**src/rtl/gcd_control_unit_if.sv**
```systemverilog
// Handshake and status bundle between the GCD control unit and its user/datapath side.
// The slave modport is the control unit; the master modport drives Enter and the datapath flags.
interface gcd_control_unit_if #(
    parameter int ITER_W = 8
);
    logic              Enter;
    logic              InZero;
    logic              XeqY;
    logic              XgtY;
    logic              LoadX;
    logic              LoadY;
    logic              SubXY;
    logic              SubYX;
    logic              OutEn;
    logic              Halt;
    logic              Error;
    logic [ITER_W-1:0] IterCount;
    logic [3:0]        State;

    modport master (
        output Enter,
        output InZero,
        output XeqY,
        output XgtY,
        input  LoadX,
        input  LoadY,
        input  SubXY,
        input  SubYX,
        input  OutEn,
        input  Halt,
        input  Error,
        input  IterCount,
        input  State
    );

    modport slave (
        input  Enter,
        input  InZero,
        input  XeqY,
        input  XgtY,
        output LoadX,
        output LoadY,
        output SubXY,
        output SubYX,
        output OutEn,
        output Halt,
        output Error,
        output IterCount,
        output State
    );
endinterface

```
**src/rtl/gcd_control_unit.sv**
```systemverilog
// Control FSM for the subtract-and-compare GCD datapath: operand capture, subtraction
// sequencing with an iteration limit, and result/error reporting.
module gcd_control_unit #(
    parameter int ITER_W   = 8,
    parameter int MAX_ITER = 255
) (
    input  logic             Clock,
    input  logic             Reset,
    gcd_control_unit_if.slave bus
);

    typedef enum logic [3:0] {
        ST_INIT    = 4'd0,
        ST_WAITX   = 4'd1,
        ST_WAITY   = 4'd2,
        ST_COMPARE = 4'd3,
        ST_SUBX    = 4'd4,
        ST_SUBY    = 4'd5,
        ST_DONE    = 4'd6,
        ST_ERR     = 4'd7
    } state_t;

    localparam logic [ITER_W-1:0] MAX_ITER_C = ITER_W'(MAX_ITER);

    state_t            state_r;
    state_t            next_state_s;
    logic              enter_q_r;
    logic              enter_rise_s;
    logic [ITER_W-1:0] iter_count_r;

    logic              load_x_s;
    logic              load_y_s;
    logic              sub_xy_s;
    logic              sub_yx_s;
    logic              out_en_s;
    logic              halt_s;
    logic              error_s;

    logic              sub_xy_r;
    logic              sub_yx_r;
    logic              out_en_r;
    logic              halt_r;
    logic              error_r;

    // State register and Enter edge-detect history; EnterQ resets high so a held Enter is ignored.
    always_ff @(posedge Clock or posedge Reset) begin
        if (Reset) begin
            state_r   <= ST_INIT;
            enter_q_r <= 1'b1;
        end else begin
            state_r   <= next_state_s;
            enter_q_r <= bus.Enter;
        end
    end

    // Rising-edge detect and Mealy operand-load strobes.
    always_comb begin
        enter_rise_s = bus.Enter & ~enter_q_r;
        load_x_s     = 1'b0;
        load_y_s     = 1'b0;
        if (state_r == ST_WAITX) begin
            load_x_s = enter_rise_s & ~bus.InZero;
        end else if (state_r == ST_WAITY) begin
            load_y_s = enter_rise_s & ~bus.InZero;
        end else begin
            load_x_s = 1'b0;
            load_y_s = 1'b0;
        end
    end

    // Next-state logic.
    always_comb begin
        next_state_s = ST_INIT;
        case (state_r)
            ST_INIT: begin
                next_state_s = ST_WAITX;
            end
            ST_WAITX: begin
                if (enter_rise_s) begin
                    next_state_s = bus.InZero ? ST_ERR : ST_WAITY;
                end else begin
                    next_state_s = ST_WAITX;
                end
            end
            ST_WAITY: begin
                if (enter_rise_s) begin
                    next_state_s = bus.InZero ? ST_ERR : ST_COMPARE;
                end else begin
                    next_state_s = ST_WAITY;
                end
            end
            ST_COMPARE: begin
                // Equality wins over the limit: a run that converges on its last allowed step succeeds.
                if (bus.XeqY) begin
                    next_state_s = ST_DONE;
                end else if (iter_count_r == MAX_ITER_C) begin
                    next_state_s = ST_ERR;
                end else if (bus.XgtY) begin
                    next_state_s = ST_SUBX;
                end else begin
                    next_state_s = ST_SUBY;
                end
            end
            ST_SUBX: begin
                next_state_s = ST_COMPARE;
            end
            ST_SUBY: begin
                next_state_s = ST_COMPARE;
            end
            ST_DONE: begin
                if (enter_rise_s) begin
                    next_state_s = ST_WAITX;
                end else begin
                    next_state_s = ST_DONE;
                end
            end
            ST_ERR: begin
                if (enter_rise_s) begin
                    next_state_s = ST_WAITX;
                end else begin
                    next_state_s = ST_ERR;
                end
            end
            default: begin
                next_state_s = ST_INIT;
            end
        endcase
    end

    // Moore output decode, taken from the next state so the registered copies line up with State.
    always_comb begin
        sub_xy_s = 1'b0;
        sub_yx_s = 1'b0;
        out_en_s = 1'b0;
        halt_s   = 1'b0;
        error_s  = 1'b0;
        case (next_state_s)
            ST_SUBX: begin
                sub_xy_s = 1'b1;
            end
            ST_SUBY: begin
                sub_yx_s = 1'b1;
            end
            ST_DONE: begin
                halt_s   = 1'b1;
                out_en_s = 1'b1;
            end
            ST_ERR: begin
                halt_s  = 1'b1;
                error_s = 1'b1;
            end
            default: begin
                sub_xy_s = 1'b0;
                sub_yx_s = 1'b0;
                out_en_s = 1'b0;
                halt_s   = 1'b0;
                error_s  = 1'b0;
            end
        endcase
    end

    // Registered Moore outputs.
    always_ff @(posedge Clock or posedge Reset) begin
        if (Reset) begin
            sub_xy_r <= 1'b0;
            sub_yx_r <= 1'b0;
            out_en_r <= 1'b0;
            halt_r   <= 1'b0;
            error_r  <= 1'b0;
        end else begin
            sub_xy_r <= sub_xy_s;
            sub_yx_r <= sub_yx_s;
            out_en_r <= out_en_s;
            halt_r   <= halt_s;
            error_r  <= error_s;
        end
    end

    // Subtraction counter: cleared on every entry to WAITX, saturating at the limit.
    always_ff @(posedge Clock or posedge Reset) begin
        if (Reset) begin
            iter_count_r <= {ITER_W{1'b0}};
        end else if (next_state_s == ST_WAITX) begin
            iter_count_r <= {ITER_W{1'b0}};
        end else if (((state_r == ST_SUBX) || (state_r == ST_SUBY)) && (iter_count_r != MAX_ITER_C)) begin
            iter_count_r <= iter_count_r + ITER_W'(1'b1);
        end else begin
            iter_count_r <= iter_count_r;
        end
    end

    assign bus.LoadX     = load_x_s;
    assign bus.LoadY     = load_y_s;
    assign bus.SubXY     = sub_xy_r;
    assign bus.SubYX     = sub_yx_r;
    assign bus.OutEn     = out_en_r;
    assign bus.Halt      = halt_r;
    assign bus.Error     = error_r;
    assign bus.IterCount = iter_count_r;
    assign bus.State     = state_r;

endmodule

```
**src/flat_wrapper.sv**
```systemverilog
// flat-port wrapper written by rule: the top's interface ports become plain ports
module gcd_control_unit_flat 
#(
    parameter int ITER_W   = 8,
    parameter int MAX_ITER = 255
)
  (Clock, Reset, bus_Enter, bus_InZero, bus_XeqY, bus_XgtY, bus_LoadX, bus_LoadY, bus_SubXY, bus_SubYX, bus_OutEn, bus_Halt, bus_Error, bus_IterCount, bus_State);
  gcd_control_unit_if #(.ITER_W(ITER_W)) bus_i ();
  input  logic Clock;
  input  logic Reset;
  input wire logic [$bits(bus_i.Enter)-1:0] bus_Enter;
  input wire logic [$bits(bus_i.InZero)-1:0] bus_InZero;
  input wire logic [$bits(bus_i.XeqY)-1:0] bus_XeqY;
  input wire logic [$bits(bus_i.XgtY)-1:0] bus_XgtY;
  output wire logic [$bits(bus_i.LoadX)-1:0] bus_LoadX;
  output wire logic [$bits(bus_i.LoadY)-1:0] bus_LoadY;
  output wire logic [$bits(bus_i.SubXY)-1:0] bus_SubXY;
  output wire logic [$bits(bus_i.SubYX)-1:0] bus_SubYX;
  output wire logic [$bits(bus_i.OutEn)-1:0] bus_OutEn;
  output wire logic [$bits(bus_i.Halt)-1:0] bus_Halt;
  output wire logic [$bits(bus_i.Error)-1:0] bus_Error;
  output wire logic [$bits(bus_i.IterCount)-1:0] bus_IterCount;
  output wire logic [$bits(bus_i.State)-1:0] bus_State;
  assign bus_i.Enter = bus_Enter;
  assign bus_i.InZero = bus_InZero;
  assign bus_i.XeqY = bus_XeqY;
  assign bus_i.XgtY = bus_XgtY;
  assign bus_LoadX = bus_i.LoadX;
  assign bus_LoadY = bus_i.LoadY;
  assign bus_SubXY = bus_i.SubXY;
  assign bus_SubYX = bus_i.SubYX;
  assign bus_OutEn = bus_i.OutEn;
  assign bus_Halt = bus_i.Halt;
  assign bus_Error = bus_i.Error;
  assign bus_IterCount = bus_i.IterCount;
  assign bus_State = bus_i.State;
  gcd_control_unit #(.ITER_W(ITER_W), .MAX_ITER(MAX_ITER)) u_core (.Clock(Clock), .Reset(Reset), .bus(bus_i));
endmodule
```
**config.mk**
```make
export PLATFORM = sky130hd
export DESIGN_NAME = gcd_control_unit_flat
export DESIGN_NICKNAME = d
export VERILOG_FILES = /design/src/rtl/gcd_control_unit_if.sv /design/src/rtl/gcd_control_unit.sv /design/src/flat_wrapper.sv
export SDC_FILE = /design/constraint.sdc
export NUM_CORES = 1
export LEC_CHECK = 0
export BUFFER_PORTS_ARGS = -buffer_cell sky130_fd_sc_hd__buf_4
export CAP_MARGIN = 20
export CORE_MARGIN = 1.5
export CORE_UTILIZATION = 35
export DETAILED_ROUTE_END_ITERATION = 8
export PLACE_DENSITY = 0.66
export SYNTH_ARGS = -nofsm -noshare
export SYNTH_HDL_FRONTEND = slang
export SYNTH_SLANG_ARGS = --single-unit
```
**constraint.sdc**
```tcl
create_clock -name Clock -period 2 [get_ports Clock]
set_input_delay 0.1 -clock Clock [delete_from_list [all_inputs] [get_ports Clock]]
set_output_delay 0.1 -clock Clock [all_outputs]
set_load 0.02 [all_outputs]
```
==> flow_summary_export.csv, run 1 <==
group,metric,value,unit
worst_setup_path,path_max_fanout,5,
die,initial_core_util,0.366,
worst_setup_path,required,2220,ps
die,io_pins,25,
sta,report.final.slew_viol_count,0,
drt,avgRoutedWirePerCell,13.0,um
cts,clock_sinks,17,
sta,relSlewSlack,0.574,
logic_synthesis,ys_warn_count,0,
die,coreArea,2430,um2
power_and_ir_drop,p_per_area,1220,nW/um2
cts,h-tree-depth,1,
die,die_area,2850,um2
drt,first_pass_iters,4,
die,die_w,53.4,um
sta,finalCritPeriodShare,0.844,
logic_synthesis,ys.flop_type,"dfrtp_1",
cts,clk_latency,290,ps
sta,clock-skew-final,2.34,ps
worst_setup_path,worst-r2r-cell-count,6,
cts,cts_resized,0,
worst_setup_path,end_kind,"register",
logic_synthesis,yosysTopAreaCell,"dfrtp_1",
drt,wl,1830,um
placement,portBuffers,23,
logic_synthesis,syn-num-nets,90,
logic_synthesis,ys_types,34,
finish,mostFrequentLayoutCell,"buf_4",
status,status,"finished, final reports clean",
sta,setup_viol,0,
logic_synthesis,synth_edf_count,0,
logic_synthesis,synth-seq-cells,17,
sta,rsz0062_at_grt,"false",
worst_setup_path,crit_path_start_kind,"register",
finish,fin_nets,119,
global_route,grt_pass1_wl,3230,um
cts,clk_path_buf_depth,2,
worst_setup_path,critPathKind,"reg2reg",
power_and_ir_drop,power.total,0.00139,W
finish,multiInputGateArea,440,um2
placement,gp_congestion,0.779,
cts,cts_tree,"done",
finish,layout-drive-gt1-share,0.306,
placement,dpl_cell_area,1090,um2
logic_synthesis,synth.avg_cell_area,10.7,um2
finish,diodes,0,
cts,clk_pin_slew,100,ps
sta,clock.fmax,0.592,GHz
global_route,grt_pass1_vias,713,
logic_synthesis,netlist_area,890,um2
logic_synthesis,synthTopCellsByArea,"dfrtp_1 (45%), xor2_1 (6.9%), nor2_1 (3.8%)",
finish,regArea,427,um2
drt,ant_nets,0,
die,die_height,53.4,um
logic_synthesis,syn_inst,83,
cts,cts_buffers,3,
sta,fin_crit,1690,ps
sta,report.final.hold_viol_count,0,
drt,routed_via_density,5.08,
finish,design_area,1140,um2
logic_synthesis,synth_top_area_share,0.450,
sta,worst_pin_slew,638,ps
power_and_ir_drop,p_leak,0.557,nW
worst_hold_path,min_path_cells,2,
cts,cts_root_buffer,"clkbuf_4",
job,maxCapViolations,0,
finish,num-fill-cells,241,
die,rows,18,
finish,final_cell_mix,"buf_4 (23), dfrtp_1 (16), nor2_1 (9), xor2_1 (7)",
placement,dp_hpwl,1390,um
cts,cts_setup_buffers,0,
finish,area_growth,28.4,%
global_route,grt_util_all_layers,0.158,
worst_hold_path,hold_path_class,"in2reg",
worst_setup_path,arrival,1900,ps
drt,drc,0,
logic_synthesis,ys_seq_area_frac,0.480,
power_and_ir_drop,vdd_drop_max,0.616,mV
drt,via_count,716,
global_route,antenna_found_initial,0,
logic_synthesis,synthArstFlopShare,1.00,
drt,first_iter_violations,14,
sta,fin_tns_setup,0,ps
global_route,overflow,0,
global_route,grt_max_degree,18,
## worst max-delay path, stage by stage, from the launching register on
cell,delay (ps)
dfrtp_1,430
ha_1,240
and3_1,220
a31oi_1,200
o2111a_1,280
inv_2,70
nor3_1,170
## state kept, by name, indices dropped and copies added (netlist names)
register,cells
u_core.bus.SubYX,1
u_core.bus.IterCount,8
u_core.bus.Error,1
u_core.bus.OutEn,1
u_core.bus.State,3
u_core.bus.SubXY,1
u_core.enter_q_r,1
u_core.bus.Halt,1
## Yosys cell counts, drive strengths merged (2+ instances only)
library cell  instances
o211ai                2
nor2                  9
a31oi                 2
o21a                  3
nand3                 3
o2111ai               2
o21ai                 3
nor3                  4
nor2b                 2
nor3b                 3
nand2                 3
dfrtp                16
xor2                  7
inv                   4
and3                  4
## area by class of cell
| type | instances | share of cell area |
|---|---|---|
| timing repair buffer | 25 | 0.169 |
| sequential | 17 | 0.373 |
| multi-input combinational | 61 | 0.386 |
| clock buffer | 3 | 0.0197 |
| inverter | 4 | 0.0131 |
| clock inverter | 1 | 0.00657 |
| tap | 30 | 0.0329 |
## final timing paths
| kind | startpoint | end | slack (ps) |
|---|---|---|---|
| min in group asynchronous | Reset | u_core.bus.Halt | 440 |
| setup / recovery | u_core.bus.IterCount[0] | u_core.bus.SubXY | 310 |
| setup reg to reg | u_core.bus.IterCount[0] | u_core.bus.SubXY | 310 |
| hold reg to reg | u_core.bus.IterCount[0] | u_core.bus.IterCount[0] | 630 |
| hold / removal | bus_XeqY | u_core.bus.State[0] | 60 |
| max in group asynchronous | Reset | u_core.bus.IterCount[0] | 1150 |
## through the flow
step	cells	hold WS [ps]	setup WS, ps	utilization
2_1_floorplan	83	25.3	367	-
3_3_place_gp	135	237	392	0.449
3_5_place_dp	135	236	320	0.449
4_1_cts	141	45.1	293	0.470
5_1_grt	141	41.6	150	0.470
6_report	141	58.4	311	0.470
## logic make-up (layout without fill, tap and decap cells)
logic type	after synthesis	count (layout)	synth area share
and+or+nand+nor	35	35	0.245
DFF	17	17	0.480
AOI/OAI and AO/OA	16	16	0.152
xor gates and xnor gates	7	7	0.0689
buffers and inverters	5	33	0.0253
adders and majority gates	1	1	0.0141
other	1	1	0.00422
muxes	1	1	0.0113
## power breakdown
| group | internal, W | total, W | switching (W) |
|---|---|---|---|
| Combinational | 0.000283 | 0.000679 | 0.000396 |
| Sequential | 0.000433 | 0.000524 | 0.0000909 |
| Clock | 0.0000761 | 0.000185 | 0.000109 |
| Total | 0.000793 | 0.00139 | 0.000596 |
## routing by layer
layer | wire [um] | GRT usage | up-vias
li1 | - | - | 354
met1 | 766 | 0.191 | 333
met2 | 931 | 0.265 | 27
met3 | 128 | 0.0650 | 2
met4 | 2 | 0.0256 | 0
met5 | 0 | 0 | -
## repair_timing
| action | CTS | global route |
|---|---|---|
| endpoints found under the hold margin | 17 | 0 |
| hold buffers | 2 | 0 |
| endpoints found under the setup margin | 0 | 0 |
(Power assumes the default switching activity.)
==> run 2: changes to the inputs <==
Settings changed: ABC_AREA set to 1.
Clock period 2 ns to 1.72 ns, I/O delays scaled along.
==> run 2 against run 1 <==
Worst hold slack better by 130 ps. Largest power group unchanged. Synthesized cell count up 39%. Highest routed layer unchanged. First-iteration DRC count down 50%. Cell area up 0.66%. Largest cell class is now sequential cells.
==> flow_summary_export.csv, run 2 <==
group,metric,value,unit
cts,clk_path_buf_depth,2,
logic_synthesis,synthArstFlopShare,1.00,
power_and_ir_drop,p_switching,0.000744,W
finish,area_growth,28.2,%
worst_setup_path,arrival,1770,ps
finish,regArea,427,um2
power_and_ir_drop,switching_share,0.464,
die,die_w,53.6,um
drt,routed_via_density,4.84,
drt,wl_met2,927,um
global_route,grt_util_all_layers,0.154,
logic_synthesis,synth.avg_cell_area,7.80,um2
sta,finalCritPeriodShare,0.918,
drt,via_count,838,
drt,wl,1900,um
logic_synthesis,netlist_area,897,um2
power_and_ir_drop,p_clk_frac,0.141,
finish,num-fill-cells,257,
logic_synthesis,yosysTopAreaCell,"dfrtp_1",
worst_hold_path,hold_path_class,"in2reg",
drt,first_iter_violations,7,
finish,diodes,0,
global_route,overflow,0,
finish,multiInputGateArea,395,um2
die,initial_core_util,0.365,
sta,rsz0062_at_grt,"true",
status,status,"finished, final reports clean",
drt,wl_met1,825,um
logic_synthesis,synth-seq-cells,17,
sta,worst_pin_slew,642,ps
finish,largest_reg_flops,8,
worst_setup_path,r2r-end,"u_core.bus.IterCount[4]",
power_and_ir_drop,vdd_drop_max,0.799,mV
worst_hold_path,min_path_cells,4,
cts,clk_latency,300,ps
placement,portBuffers,23,
die,die_area,2880,um2
logic_synthesis,yosysMostFrequentCell,"nand2_1",
logic_synthesis,synth_edf_count,0,
finish,final_cell_mix,"buf_4 (23), nand2_1 (22), nor2_1 (21), inv_1 (16), dfrtp_1 (16)",
logic_synthesis,yosys-top-cells-count,"nand2_1 (22), nor2_1 (21), dfrtp_1 (16), inv_1 (16), nand3_1 (11)",
finish,fin_nets,151,
worst_setup_path,worst-r2r-cell-count,9,
sta,report.final.hold_viol_count,0,
global_route,grt_pass1_wl,3150,um
sta,fin_tns_setup,0,ps
worst_hold_path,hold_path_startpoint,"bus_XgtY",
logic_synthesis,syn_inst,115,
global_route,grt_pass1_vias,771,
cts,cts_tree,"done",
worst_setup_path,end_kind,"register",
finish,mostFrequentLayoutCell,"buf_4",
worst_setup_path,path_max_fanout,8,
sta,fin_ws,141,ps
cts,h-tree-depth,1,
power_and_ir_drop,p_leak,0.621,nW
logic_synthesis,syn-num-nets,122,
die,rows,18,
power_and_ir_drop,p_int,0.000858,W
global_route,antenna_found_initial,0,
die,die_height,53.6,um
sta,clock.fmax,0.633,GHz
job,maxCapViolations,0,
logic_synthesis,ys.flop_type,"dfrtp_1",
power_and_ir_drop,p_seq_frac,0.352,
sta,report.final.slew_viol_count,0,
drt,avgRoutedWirePerCell,11.0,um
drt,first_pass_iters,4,
global_route,grt_max_degree,18,
cts,cts_buffers,3,
finish,layout.cells.non_filler,173,
cts,cts_root_buffer,"clkbuf_4",
worst_setup_path,required,1910,ps
worst_setup_path,critPathKind,"reg2reg",
power_and_ir_drop,combPwrFrac,0.507,
logic_synthesis,synthTopCellsByArea,"dfrtp_1 (45%), nand2_1 (9.2%), nor2_1 (8.8%)",
power_and_ir_drop,p_per_area,1390,nW/um2
cts,clk_pin_slew,110,ps
logic_synthesis,ys_types,22,
drt,met3_length,118,um
die,coreArea,2450,um2
drt,routed.top_layer,"met4",
worst_hold_path,whs_endpoint,"u_core.bus.State[0]",
finish,layout-drive-gt1-share,0.287,
logic_synthesis,synth_top_area_share,0.446,
worst_setup_path,r2r_start,"u_core.bus.IterCount[0]",
logic_synthesis,ys_warn_count,0,
logic_synthesis,ys_seq_area_frac,0.476,
sta,clock-skew-final,8.06,ps
finish,final_util,0.468,
sta,setup_viol,0,
cts,clock_sinks,17,
sta,relSlewSlack,0.572,
drt,ant_nets,0,
worst_setup_path,crit_path_start_kind,"register",
placement,gp_congestion,0.847,
sta,fin_crit,1580,ps
drt,drc,0,
die,io_pins,25,
placement,post-place-cells,167,
placement,dp_hpwl,1450,um
placement,dp_slack,156,ps
worst_setup_path,regToRegSetupSlack,140,ps
worst_setup_path,setup.worst_path.start,"u_core.bus.IterCount[0]",
## run 2: cell count changes after synthesis, moves of 3 or more
| cell | previous run | this run |
|---|---|---|
| and3_1 | 4 | 0 |
| o21ai_0 | 1 | 4 |
| nor2_1 | 9 | 21 |
| nor3_1 | 4 | 1 |
| inv_1 | 2 | 16 |
| xor2_1 | 7 | 2 |
| nand3_1 | 3 | 11 |
| nand2_2 | 0 | 4 |
| o21a_1 | 3 | 0 |
| nand2_1 | 3 | 22 |
## run 2: kinds of logic after synthesis
group,count (synthesis),share of synthesized area
compound gates,7,0.0502
xor+xnor,2,0.0195
fa+ha+maj,1,0.0139
buf+inv,19,0.0837
flops,17,0.476
other cells,1,0.00418
simple gates,68,0.353
## run 2: how the worst max path moves through the flow
stage,endpoint,slack (ps)
global route,u_core.bus.IterCount[4],-3
detailed placement,u_core.bus.IterCount[4],160
finish,u_core.bus.IterCount[4],140
global placement,u_core.bus.IterCount[4],220
CTS,u_core.bus.IterCount[4],130
floorplan,u_core.bus.SubYX,200
## run 2: timing repair
action / in CTS / in global routing
resized for setup: 0 / 1
setup endpoints to repair: 0 / 2
hold endpoints to repair: 17 / 0
hold buffers: 2 / 0
buffers inserted: 0 / 0
## run 2: final cells by class
type / instances / area share
Tap cell: 30 / 0.0326
Clock inverter: 1 / 0.00653
Timing Repair Buffer: 25 / 0.168
Clock buffer: 3 / 0.0196
Sequential cell: 17 / 0.371
Multi-Input combinational cell: 79 / 0.344
Inverter: 18 / 0.0588
## run 2: per-stage QoR
step	area (um2)	hold WS, ps	power (W)
finish	1150	188	0.00160
global route	1150	214	0.00174
detailed placement	1100	215	0.00138
global placement	1100	211	0.00136
floorplan	897	11.3	0.00112
CTS	1150	164	0.00161
## run 2: critical path: stages, from the launching register on
cell and delay [ps]:
dfrtp_1 430, ha_1 230, nand2_1 110, nor2_1 70
nand2_4 110, nand2_1 100, nor2_1 210, nand3_1 100
nand2_1 70, nor2_1 40
## run 2: routing by layer
metal  global-route usage  vias to the layer above
li1                     -                      409
met1                0.167                      395
met2                0.272                       30
met3               0.0611                        4
met4               0.0556                        0
met5                    0                        -
## run 2: power by group through the flow
stage / Clock [W] / Sequential, W / Combinational (W)
6_report: 0.000226 / 0.000564 / 0.000812
5_1_grt: 0.000256 / 0.000579 / 0.000906
4_1_cts: 0.000234 / 0.000565 / 0.000814
3_5_place_dp: 0 / 0.000572 / 0.000807
3_3_place_gp: 0 / 0.000570 / 0.000792
2_1_floorplan: 0 / 0.000664 / 0.000451
==> run 3: changes to the inputs <==
Settings changed: CELL_PAD_IN_SITES_DETAIL_PLACEMENT set to 1, CELL_PAD_IN_SITES_GLOBAL_PLACEMENT set to 1, PLACE_DENSITY 0.66 to 0.84.
==> run 3 against run 2 <==
Global-route usage grew 2.9 points. Non-clock buffer count is the same. Final cell count is the same. Critical path type unchanged. Largest cell class unchanged. Largest power group unchanged.
==> flow_summary_export.csv, run 3 (synthesis results as in run 2) <==
group,metric,value,unit
power_and_ir_drop,p_switching,0.000747,W
worst_setup_path,crit_family,"simple AND/OR/NAND/NOR gates",
global_route,grt_util_all_layers,0.183,
drt,routed_via_density,4.72,
sta,setup_viol,0,
sta,worst_pin_slew,700,ps
placement,gp_congestion,0.795,
finish,design_area,1150,um2
global_route,antenna_found_initial,0,
worst_hold_path,hold_path_class,"in2reg",
power_and_ir_drop,p_clk_frac,0.141,
drt,via_count,817,
worst_setup_path,crit_path_start_kind,"register",
drt,avgRoutedWirePerCell,12.8,um
sta,fin_crit,1600,ps
drt,wl,2220,um
finish,fin_nets,151,
sta,hold_slack,200,ps
power_and_ir_drop,power.total,0.00160,W
power_and_ir_drop,switching_share,0.466,
cts,clock_sinks,17,
cts,clk_latency,300,ps
job,maxCapViolations,0,
worst_setup_path,cpPeakStageDelay,430,ps
die,io_pins,25,
global_route,grt_pass1_vias,854,
finish,mostFrequentLayoutCell,"buf_4",
die,die_height,53.6,um
cts,clk_path_buf_depth,2,
sta,rsz0062_at_grt,"true",
placement,portBuffers,23,
cts,cts_tree,"done",
drt,drc,0,
sta,report.final.hold_viol_count,0,
status,status,"finished, final reports clean",
placement,dp_hpwl,1800,um
cts,clk_pin_slew,110,ps
die,initial_core_util,0.365,
power_and_ir_drop,combPwrFrac,0.507,
finish,area_growth,28.7,%
placement,dpl_cell_area,1100,um2
power_and_ir_drop,p_seq_frac,0.352,
worst_setup_path,end_kind,"register",
sta,clock-skew-final,2.25,ps
sta,report.final.slew_viol_count,0,
power_and_ir_drop,vdd_drop_max,0.933,mV
finish,multiInputGateArea,403,um2
global_route,grt_max_degree,18,
finish,largest_reg_flops,8,
worst_setup_path,path_cells,"ha_1, nand2_1, nor2_1, nand2_4, nand3_2, o21ai_1, nand2_1, nor2_1",
die,coreArea,2450,um2
drt,first_pass_iters,2,
worst_setup_path,critPathKind,"reg2reg",
die,rows,18,
sta,relSlewSlack,0.533,
cts,cts_root_buffer,"clkbuf_4",
sta,finalCritPeriodShare,0.933,
cts,cts_buffers,3,
drt,ant_nets,0,
finish,final_cell_mix,"buf_4 (23), nand2_1 (22), nor2_1 (20), inv_1 (16), dfrtp_1 (16)",
finish,diodes,0,
die,die_area,2880,um2
finish,layout-drive-gt1-share,0.301,
worst_setup_path,arrival,1840,ps
worst_setup_path,slowest_stage,"dfrtp_1",
finish,num-fill-cells,316,
cts,cts_setup_buffers,0,
drt,first_iter_violations,4,
worst_setup_path,crit_cells,8,
worst_setup_path,required,1950,ps
power_and_ir_drop,p_leak,0.625,nW
worst_setup_path,path_max_fanout,8,
sta,clock.fmax,0.623,GHz
cts,h-tree-depth,1,
finish,regArea,427,um2
global_route,overflow,0,
worst_setup_path,worst-r2r-cell-count,8,
global_route,grt_pass1_wl,3750,um
worst_setup_path,critPathBufInv,0,
power_and_ir_drop,p_per_area,1390,nW/um2
worst_hold_path,min_path_cells,5,
power_and_ir_drop,p_int,0.000856,W
die,die_w,53.6,um
==> run 3: cell types whose count changed in the layout (fill, tap and decap cells not counted), sizes merged <==
| cell | before | now |
|---|---|---|
| clkinvlp | 1 | 0 |
| clkinv | 0 | 1 |
==> run 3: metal layers <==
layer | up-vias | track usage | share of wire
met5 | - | 0 | 0
met4 | 0 | 0.0385 | 0.0072
met3 | 2 | 0.0361 | 0.041
met2 | 18 | 0.348 | 0.53
met1 | 387 | 0.210 | 0.42
li1 | 410 | - | -
==> run 3: stage by stage <==
stage | setup WS, ps | util | setup TNS [ps] | instances
detailed placement | 1.89 | 0.448 | 0 | 167
floorplan | 196 | - | 0 | 115
global placement | 235 | 0.448 | 0 | 167
global route | -2.99 | 0.470 | -2.99 | 173
CTS | 37.2 | 0.467 | 0 | 173
finish | 116 | 0.470 | 0 | 173
==> run 3: final cells by class <==
class	instances	area share
Multi-Input combinational cell	79	0.349
Sequential cell	17	0.369
Clock buffer	3	0.0195
Inverter	18	0.0585
Clock inverter	1	0.00433
Tap cell	30	0.0325
Timing Repair Buffer	25	0.167
==> run 3: repair_timing <==
item / 4_1_cts / 5_1_grt
pin swaps: 0 / 0
gates cloned: 0 / 0
setup endpoints to repair: 1 / 3
gates resized for setup: 1 / 2
hold endpoints to repair: 17 / 0
hold buffers: 2 / 0
==> run 3: path summary, 6_finish.rpt <==
path,slack (ps),end,start
setup / recovery,120,u_core.bus.IterCount[7],u_core.bus.IterCount[0]
hold / removal,200,u_core.bus.State[1],bus_XeqY
setup reg to reg,120,u_core.bus.IterCount[7],u_core.bus.IterCount[0]
hold reg to reg,570,u_core.bus.IterCount[6],u_core.bus.IterCount[6]
max in group asynchronous,830,u_core.bus.IterCount[3],Reset
min in group asynchronous,450,u_core.bus.IterCount[5],Reset
==> run 3: worst reg2reg max path, stage by stage (launching register included) <==
cell     delay (ps)
dfrtp_1         430
ha_1            230
nand2_1         130
nor2_1           90
nand2_4         120
nand3_2         150
o21ai_1         200
nand2_1          90
nor2_1          100
==> run 3: power groups by stage <==
stage	Sequential, W	Combinational [W]	Clock, W
after floorplan	0.000664	0.000451	0
after global placement	0.000568	0.000798	0
after detailed placement	0.000571	0.000818	0
after CTS	0.000563	0.000824	0.000235
after global routing	0.000579	0.000917	0.000249
final	0.000564	0.000813	0.000226
